--- src/rtl/uc_booth_pkg.sv ---
`default_nettype none
// +------------------------------------------------------------------+
// | uc_booth_pkg : shared state, opcode and width definitions         |
// | Rev 1.0                                                           |
// +------------------------------------------------------------------+
package uc_booth_pkg;

   localparam int N_BITS_DEF = 3;

   typedef enum logic [2:0] {
      IDLE  = 3'd0,
      LOAD  = 3'd1,
      ARITH = 3'd2,
      SHIFT = 3'd3,
      DONE  = 3'd4
   } state_t;

   typedef enum logic [1:0] {
      OP_NOP = 2'd0,
      OP_ADD = 2'd1,
      OP_SUB = 2'd2
   } booth_op_t;

   // Booth pair {Q0, q-1}: 01 adds M, 10 subtracts M, equal bits do nothing.
   function automatic booth_op_t booth_decode(input logic q0, input logic qm1);
      case ({q0, qm1})
         2'b01:   return OP_ADD;
         2'b10:   return OP_SUB;
         default: return OP_NOP;
      endcase
   endfunction

endpackage : uc_booth_pkg
`default_nettype wire

--- src/rtl/uc_contador.sv ---
`default_nettype none
// +------------------------------------------------------------------+
// | uc_contador : iteration counter, sync clear, enable, terminal cnt |
// | Rev 1.0                                                           |
// +------------------------------------------------------------------+
module uc_contador #(
   parameter int CW     = 2,
   parameter int TC_VAL = 2
)(
   input  logic          clk,
   input  logic          rst_n,
   input  logic          i_clr,
   input  logic          i_inc,
   output logic [CW-1:0] o_cnt,
   output logic          o_tc
);

   localparam logic [CW-1:0] c_TC = CW'(TC_VAL);

   logic [CW-1:0] r_cnt;

   always_ff @(posedge clk or negedge rst_n) begin
      if (!rst_n)
         r_cnt <= '0;
      else if (i_clr)
         r_cnt <= '0;
      else if (i_inc)
         r_cnt <= r_cnt + 1'b1;
   end

   assign o_cnt = r_cnt;
   assign o_tc  = (r_cnt == c_TC);

endmodule : uc_contador
`default_nettype wire

--- src/rtl/uc_booth.sv ---
`default_nettype none
// +------------------------------------------------------------------+
// | uc_booth : radix-2 Booth multiplier control unit                  |
// | Rev 1.0                                                           |
// +------------------------------------------------------------------+
module uc_booth
   import uc_booth_pkg::*;
#(
   parameter int N_BITS = N_BITS_DEF,
   parameter int CW     = $clog2(N_BITS + 1)
)(
   input  logic          clk,
   input  logic          reset,
   input  logic          inicio,
   input  logic          q0,
   input  logic          q_menos1,
   output logic          Carga_A,
   output logic          Carga_QM,
   output logic          Desplaza_AQ,
   output logic          Reset_A,
   output logic          Resta,
   output logic          ocupado,
   output logic          fin,
   output logic [CW-1:0] iter
);

   state_t    r_state;
   booth_op_t w_op;
   logic      w_last;
   logic      w_clr;
   logic      w_inc;

   assign w_clr = (r_state == LOAD);
   assign w_inc = (r_state == SHIFT);

   // Terminal count fires while the last shift is in progress (iter == N_BITS-1).
   uc_contador #(
      .CW     (CW),
      .TC_VAL (N_BITS - 1)
   ) u_contador (
      .clk   (clk),
      .rst_n (reset),
      .i_clr (w_clr),
      .i_inc (w_inc),
      .o_cnt (iter),
      .o_tc  (w_last)
   );

   always_ff @(posedge clk or negedge reset) begin
      if (!reset) begin
         r_state <= IDLE;
      end else begin
         case (r_state)
            IDLE:    if (inicio) r_state <= LOAD;
            LOAD:    r_state <= ARITH;
            ARITH:   r_state <= SHIFT;
            SHIFT:   r_state <= w_last ? DONE : ARITH;
            DONE:    r_state <= IDLE;
            default: r_state <= IDLE;
         endcase
      end
   end

   assign w_op = booth_decode(q0, q_menos1);

   // Pure decode of state so an async reset clears the controls immediately.
   always_comb begin
      Carga_A     = 1'b0;
      Carga_QM    = 1'b0;
      Desplaza_AQ = 1'b0;
      Reset_A     = 1'b1;
      Resta       = 1'b0;
      ocupado     = 1'b0;
      fin         = 1'b0;
      case (r_state)
         LOAD: begin
            Carga_QM = 1'b1;
            Reset_A  = 1'b0;
            ocupado  = 1'b1;
         end
         ARITH: begin
            Carga_A = (w_op != OP_NOP);
            Resta   = (w_op == OP_SUB);
            ocupado = 1'b1;
         end
         SHIFT: begin
            Desplaza_AQ = 1'b1;
            ocupado     = 1'b1;
         end
         DONE: begin
            fin     = 1'b1;
            ocupado = 1'b1;
         end
         default: ;
      endcase
   end

endmodule : uc_booth
`default_nettype wire
--- config.mk ---
export PLATFORM = sky130hd
export DESIGN_NAME = uc_booth
export DESIGN_NICKNAME = d
export VERILOG_FILES = /design/src/rtl/uc_booth_pkg.sv /design/src/rtl/uc_contador.sv /design/src/rtl/uc_booth.sv
export SDC_FILE = /design/constraint.sdc
export NUM_CORES = 1
export LEC_CHECK = 0
export ABC_AREA = 1
export CORE_AREA = 2 2 39 41
export CTS_BUF_LIST = sky130_fd_sc_hd__clkbuf_16
export CTS_CLUSTER_SIZE = 8
export DETAILED_ROUTE_END_ITERATION = 6
export DIE_AREA = 0 0 41 43
export GPL_TIMING_DRIVEN = 0
export SETUP_SLACK_MARGIN = 0.1
export SYNTH_ARGS = -nofsm -noshare
export SYNTH_HDL_FRONTEND = slang
export SYNTH_SLANG_ARGS = --single-unit
--- constraint.sdc ---
create_clock -name clk -period 0.95 [get_ports clk]
set_clock_uncertainty 0.15 [all_clocks]
set_input_delay 0.19 -clock clk [delete_from_list [all_inputs] [get_ports clk]]
set_output_delay 0.19 -clock clk [all_outputs]
set_load 0.05 [all_outputs]
Yosys cells after proc, flatten, opt, wreduce, memory -nomap -nowiden

Cells that the tools add are included.

Bits in read-only memories: 0
Memories kept: 0
Bits in latches: 0
Word-level logic and storage cells: 29
Output and inout port bits: 9
Register bits: 5
Bits of input ports: 5
Bits in writable memories: 0

Div/mod/pow operators: 0
Mux-type cells: 13
$lt $le $gt $ge: 0
Shift operators: 0
Reduce and logical (&&, ||, !) cells: 4
Bitwise logic cells: 0
Add/subtract/negate cells: 1
Equality and inequality tests: 9
Multipliers: 0

Operator list:

| cell                                                | count |
|---|---|
| case mux 3 bit (4 select lines)                     | 1 |
| two-way mux 1 bit                                   | 7 |
| equality test 2 bit, second input constant          | 3 |
| equality test 3 x 2 -> 1 bit, second input constant | 2 |
| two-way mux 3 bit                                   | 2 |
| two-way mux 2 bit                                   | 2 |
| case mux 2 bit (2 select lines)                     | 1 |
| nonzero test 2 bit                                  | 2 |
| OR reduction 4 bit                                  | 1 |
| equality test 3 x 1 -> 1 bit, second input constant | 1 |
| equality test 3 bit, second input constant          | 1 |
| logical NOT 3 bit                                   | 1 |
| adder 2 x 1 -> 2 bit, second input constant         | 1 |
| equality test 2 x 1 -> 1 bit, second input constant | 1 |
| inequality test 2 bit, second input constant        | 1 |

Depth between registers and ports, before layout

Depth after elaboration: 4
Depth in mapped cells: 5
Mapped depth without buffers: 5

Hierarchy

A second synthesis with hierarchy kept.

Cells, all modules: 39
Area, all modules: 277.8 µm²

Modules (own cells, without submodules):

| module      | area each (µm²) | sequential area each (µm²) | cells an instance | instances |
|---|---|---|---|---|
| uc_booth    | 177.7           | 75.1                       | 26                | 1 |
| uc_contador | 100.1           | 50.0                       | 13                | 1 |

Worst setup path after synthesis

Ideal clock, no wire load.

Path type: register -> output
Start point: register r_state[2]
End point: output port Reset_A
Path buffers: 0
Data required time: 0.610 ns
Path slack: -1.071 ns
Arrival time: 1.681 ns
Stages on the path, launching flop included: 5
Cell sequence: dfrtp_1 inv_1 nand2_1 nor2_1 inv_1

Longest elaborated chain between the ends: 2

Ends and longest elaborated chain:

| element                      | RTL line       | RTL |
|---|---|---|
| start, declared              | uc_booth.sv:27 | `state_t r_state;` |
| start signal, assigned       | uc_booth.sv:57 | `SHIFT: r_state <= w_last ? DONE : ARITH;` |
| equality test 3 x 1 -> 1 bit | uc_booth.sv:75 | `case (r_state)` |
| two-way mux 1 bit            | uc_booth.sv:75 |  |
| end, declared                | uc_booth.sv:20 | `output logic Reset_A,` |

No other way between the ends.

Worst setup path after layout

Start point: register r_state[0]
End point: output port fin

Longest elaborated chain between the ends: 2

Ends and longest elaborated chain:

| element             | RTL line       | RTL |
|---|---|---|
| equality test 3 bit | uc_booth.sv:75 |  |
| two-way mux 1 bit   | uc_booth.sv:75 |  |
| end, declared       | uc_booth.sv:23 | `output logic fin,` |

No other way between the ends.

==> impl_metrics.sql <==
INSERT INTO impl_metrics (metric_group, metric, value, unit) VALUES
('flow_run', 'max_cap_viol_count', '0', ''),
('setup_path', 'cp-end-kind', 'output pin', ''),
('placement', 'dp_hpwl', '470', 'um'),
('timing', 'post-route-worst-setup-slack', '-0.520', 'ns'),
('setup_path', 'startpoint_type', 'flop', ''),
('floorplanning', 'placeableCoreArea', '1380', 'um2'),
('drt', 'total_wirelength_of_the_detailed_routed_design', '633', 'um'),
('cts', 'clkLatencyLatePin', '0.22', 'ns'),
('layout', 'layout.area.seq', '131', 'um2'),
('layout', 'mostFrequentLayoutCells', 'nand2_1, buf_6, inv_2, nor2_4, dfrtp_2', ''),
('global_routing', 'antenna_violations_before_repair', '0', ''),
('global_routing', 'first_pass_grt_wire_length', '1020', 'um'),
('drt', 'drtPass1Iterations', '1', ''),
('drt', 'routed_via_density', '3.85', ''),
('cts', 'cts_inserted_buffers', '3', ''),
('cts', 'clk_root_buffer_cell', 'clkbuf_16', ''),
('timing', 'fin_crit_sh', '155', '%'),
('timing', 'worst_slew_pin_slew', '0.204', 'ns'),
('layout', 'multiInputGateArea', '203', 'um2'),
('timing', 'fmax', '680', 'MHz'),
('setup_path', 'crit_path_max_incr_delay', '0.45', 'ns'),
('yosys', 'synth.yosys.warnings', '0', ''),
('drt', 'total_via_count_in_the_routed_design', '289', ''),
('floorplanning', 'die_y', '43', 'um'),
('cts', 'cts.sink_count', '5', ''),
('cts', 'clk_buf_depth', '2', ''),
('timing', 'finalHoldViolCount', '0', ''),
('yosys', 'post_synth_inst_count', '37', ''),
('yosys', 'netlist-cell-type-count', '10', ''),
('setup_path', 'worst-setup-path-type', 'flop to output pin', ''),
('global_routing', 'groute.usage.overall', '9.10', '%'),
('setup_path', 'worst-r2r-setup-slack', '-0.18', 'ns'),
('timing', 'drv_slew', '0', ''),
('floorplanning', 'row_count', '14', ''),
('cts', 'cts.reportedPaths.clkPinSlew', '0.03', 'ns'),
('layout', 'nets_final', '67', ''),
('run_status', 'failed_checks', 'setup timing', ''),
('floorplanning', 'die_w', '41', 'um'),
('layout', 'drive_above_1_share', '71.2', '%'),
('placement', 'place.port_buffers', '13', ''),
('yosys', 'synth.ff_latch_count', '5', ''),
('timing', 'grt_setup_unrepaired', 'true', ''),
('yosys', 'synth_seq_area_share', '45.7', '%'),
('yosys', 'synth_area', '274', 'um2'),
('layout', 'filler_cell_count', '132', ''),
('setup_path', 'worstPathCellList', 'nor2_1 -> nand2_1 -> clkinvlp_4 -> buf_8', ''),
('drt', 'postRouteAntennaNets', '0', ''),
('timing', 'setup_viol_count_final', '13', ''),
('layout', 'final_core_util', '47.6', '%'),
('drt', 'detail_route.drc_violations', '0', ''),
('timing', 'finalCriticalPeriod', '1.47', 'ns'),
('timing', 'relSlewSlack', '86.4', '%'),
('global_routing', 'grt_start_max_net_pins', '7', ''),
('setup_path', 'cp_max_fo', '5', ''),
('floorplanning', 'pin_count', '14', ''),
('cts', 'htree_num_levels', '1', ''),
('drt', 'wl_per_cell', '8.44', 'um'),
('drt', 'drt_first_iter_violations', '0', ''),
('global_routing', 'number_of_global_route_vias_before_repair', '278', ''),
('setup_path', 'critical_path.slowest_cell', 'dfrtp_2', ''),
('placement', 'place_congestion', '0.686', ''),
('run_status', 'status', 'finished, violations left', ''),
('worst_hold_path', 'holdCritPathClass', 'input port to async pin', ''),
('setup_path', 'required', '0.61', 'ns'),
('yosys', 'avgSynthCellArea', '7.41', 'um2'),
('yosys', 'mappedNetlistNets', '44', ''),
('layout', 'area_growth', '140', '%'),
('layout', 'antenna_cells_inserted', '0', ''),
('timing', 'holdWs', '0.0286', 'ns'),
('setup_path', 'critPathArrivalTime', '1.13', 'ns'),
('cts', 'clock_tree_from_tritoncts', 'built', ''),
('floorplanning', 'fp.dieArea', '1760', 'um2'),
('global_routing', 'gr-total-overflow', '0', ''),
('floorplanning', 'initial_core_util', '19.8', '%');
==> sequential cells by signal, summed over array words and instances (netlist names) <==
signal	flops
u_contador.o_cnt	2
r_state	3
==> path summary, 6_finish.rpt <==
kind,from,end,depth (start not counted)
max reg2reg,r_state[0],u_contador.o_cnt[1],5
max in group asynchronous,reset,u_contador.o_cnt[1],1
min reg2reg,u_contador.o_cnt[0],u_contador.o_cnt[0],2
min in group clk,u_contador.o_cnt[0],u_contador.o_cnt[0],2
min,reset,r_state[1],1
max,r_state[0],fin,4
==> timing repair <==
action,CTS,global route
resized for setup,82,2
pin swaps,1,1
hold buffers,0,0
endpoints found under the hold margin,0,0
endpoints found under the setup margin,14,14
buffers inserted,4,1
==> metrics by stage <==
step	instances	TNS, ns	setup slack [ns]	instance area (um2)
3_5_place_dp	66	-8.42	-1.27	472
4_1_cts	74	-4.33	-0.525	644
6_report	75	-4.39	-0.520	658
5_1_grt	75	-4.89	-0.557	658
2_1_floorplan	37	-3.41	-0.522	322
3_3_place_gp	66	-8.30	-1.26	472
==> layout make-up <==
cell class,count,area share [%]
Sequential cell,5,20.0
Clock buffer,3,11.4
Multi-Input combinational cell,24,30.8
Clock inverter,1,0.570
Inverter,8,5.13
Timing Repair Buffer,18,29.1
Tap cell,16,3.04
==> layer usage <==
layer  up-vias  wire length, um  GRT usage, %
li1        151                -             -
met3         2               23          4.71
met1       129              249          9.87
met2         7              342          13.1
met4         0               18          6.00
met5         -                0             0
==> critical path: cells and delay by family (launching register included) <==
kind                   cells  cell delay (ns)
buffers and inverters      2             0.23
DFF                        1             0.45
and+or+nand+nor            2             0.23
==> cell usage after synthesis <==
cell type	number	area share, %
dfrtp_1	5	46
ha_1	2	9.1
inv_1	8	11
nand2_1	10	14
nand2_2	1	2.3
nor2_1	7	9.6
nor2_2	1	2.3
nor3_1	1	1.8
o21a_1	1	2.7
o21ai_0	1	1.8
==> cells by family after synthesis <==
| group | count (synthesis) | share of synthesized area, % |
|---|---|---|
| flops | 5 | 45.7 |
| buf+inv | 8 | 11.0 |
| compound gates | 2 | 4.57 |
| simple gates | 20 | 29.7 |
| fa+ha+maj | 2 | 9.13 |
Power is not shown: default switching activity piles up to over one toggle a cycle in this logic, so the estimate is an artifact.
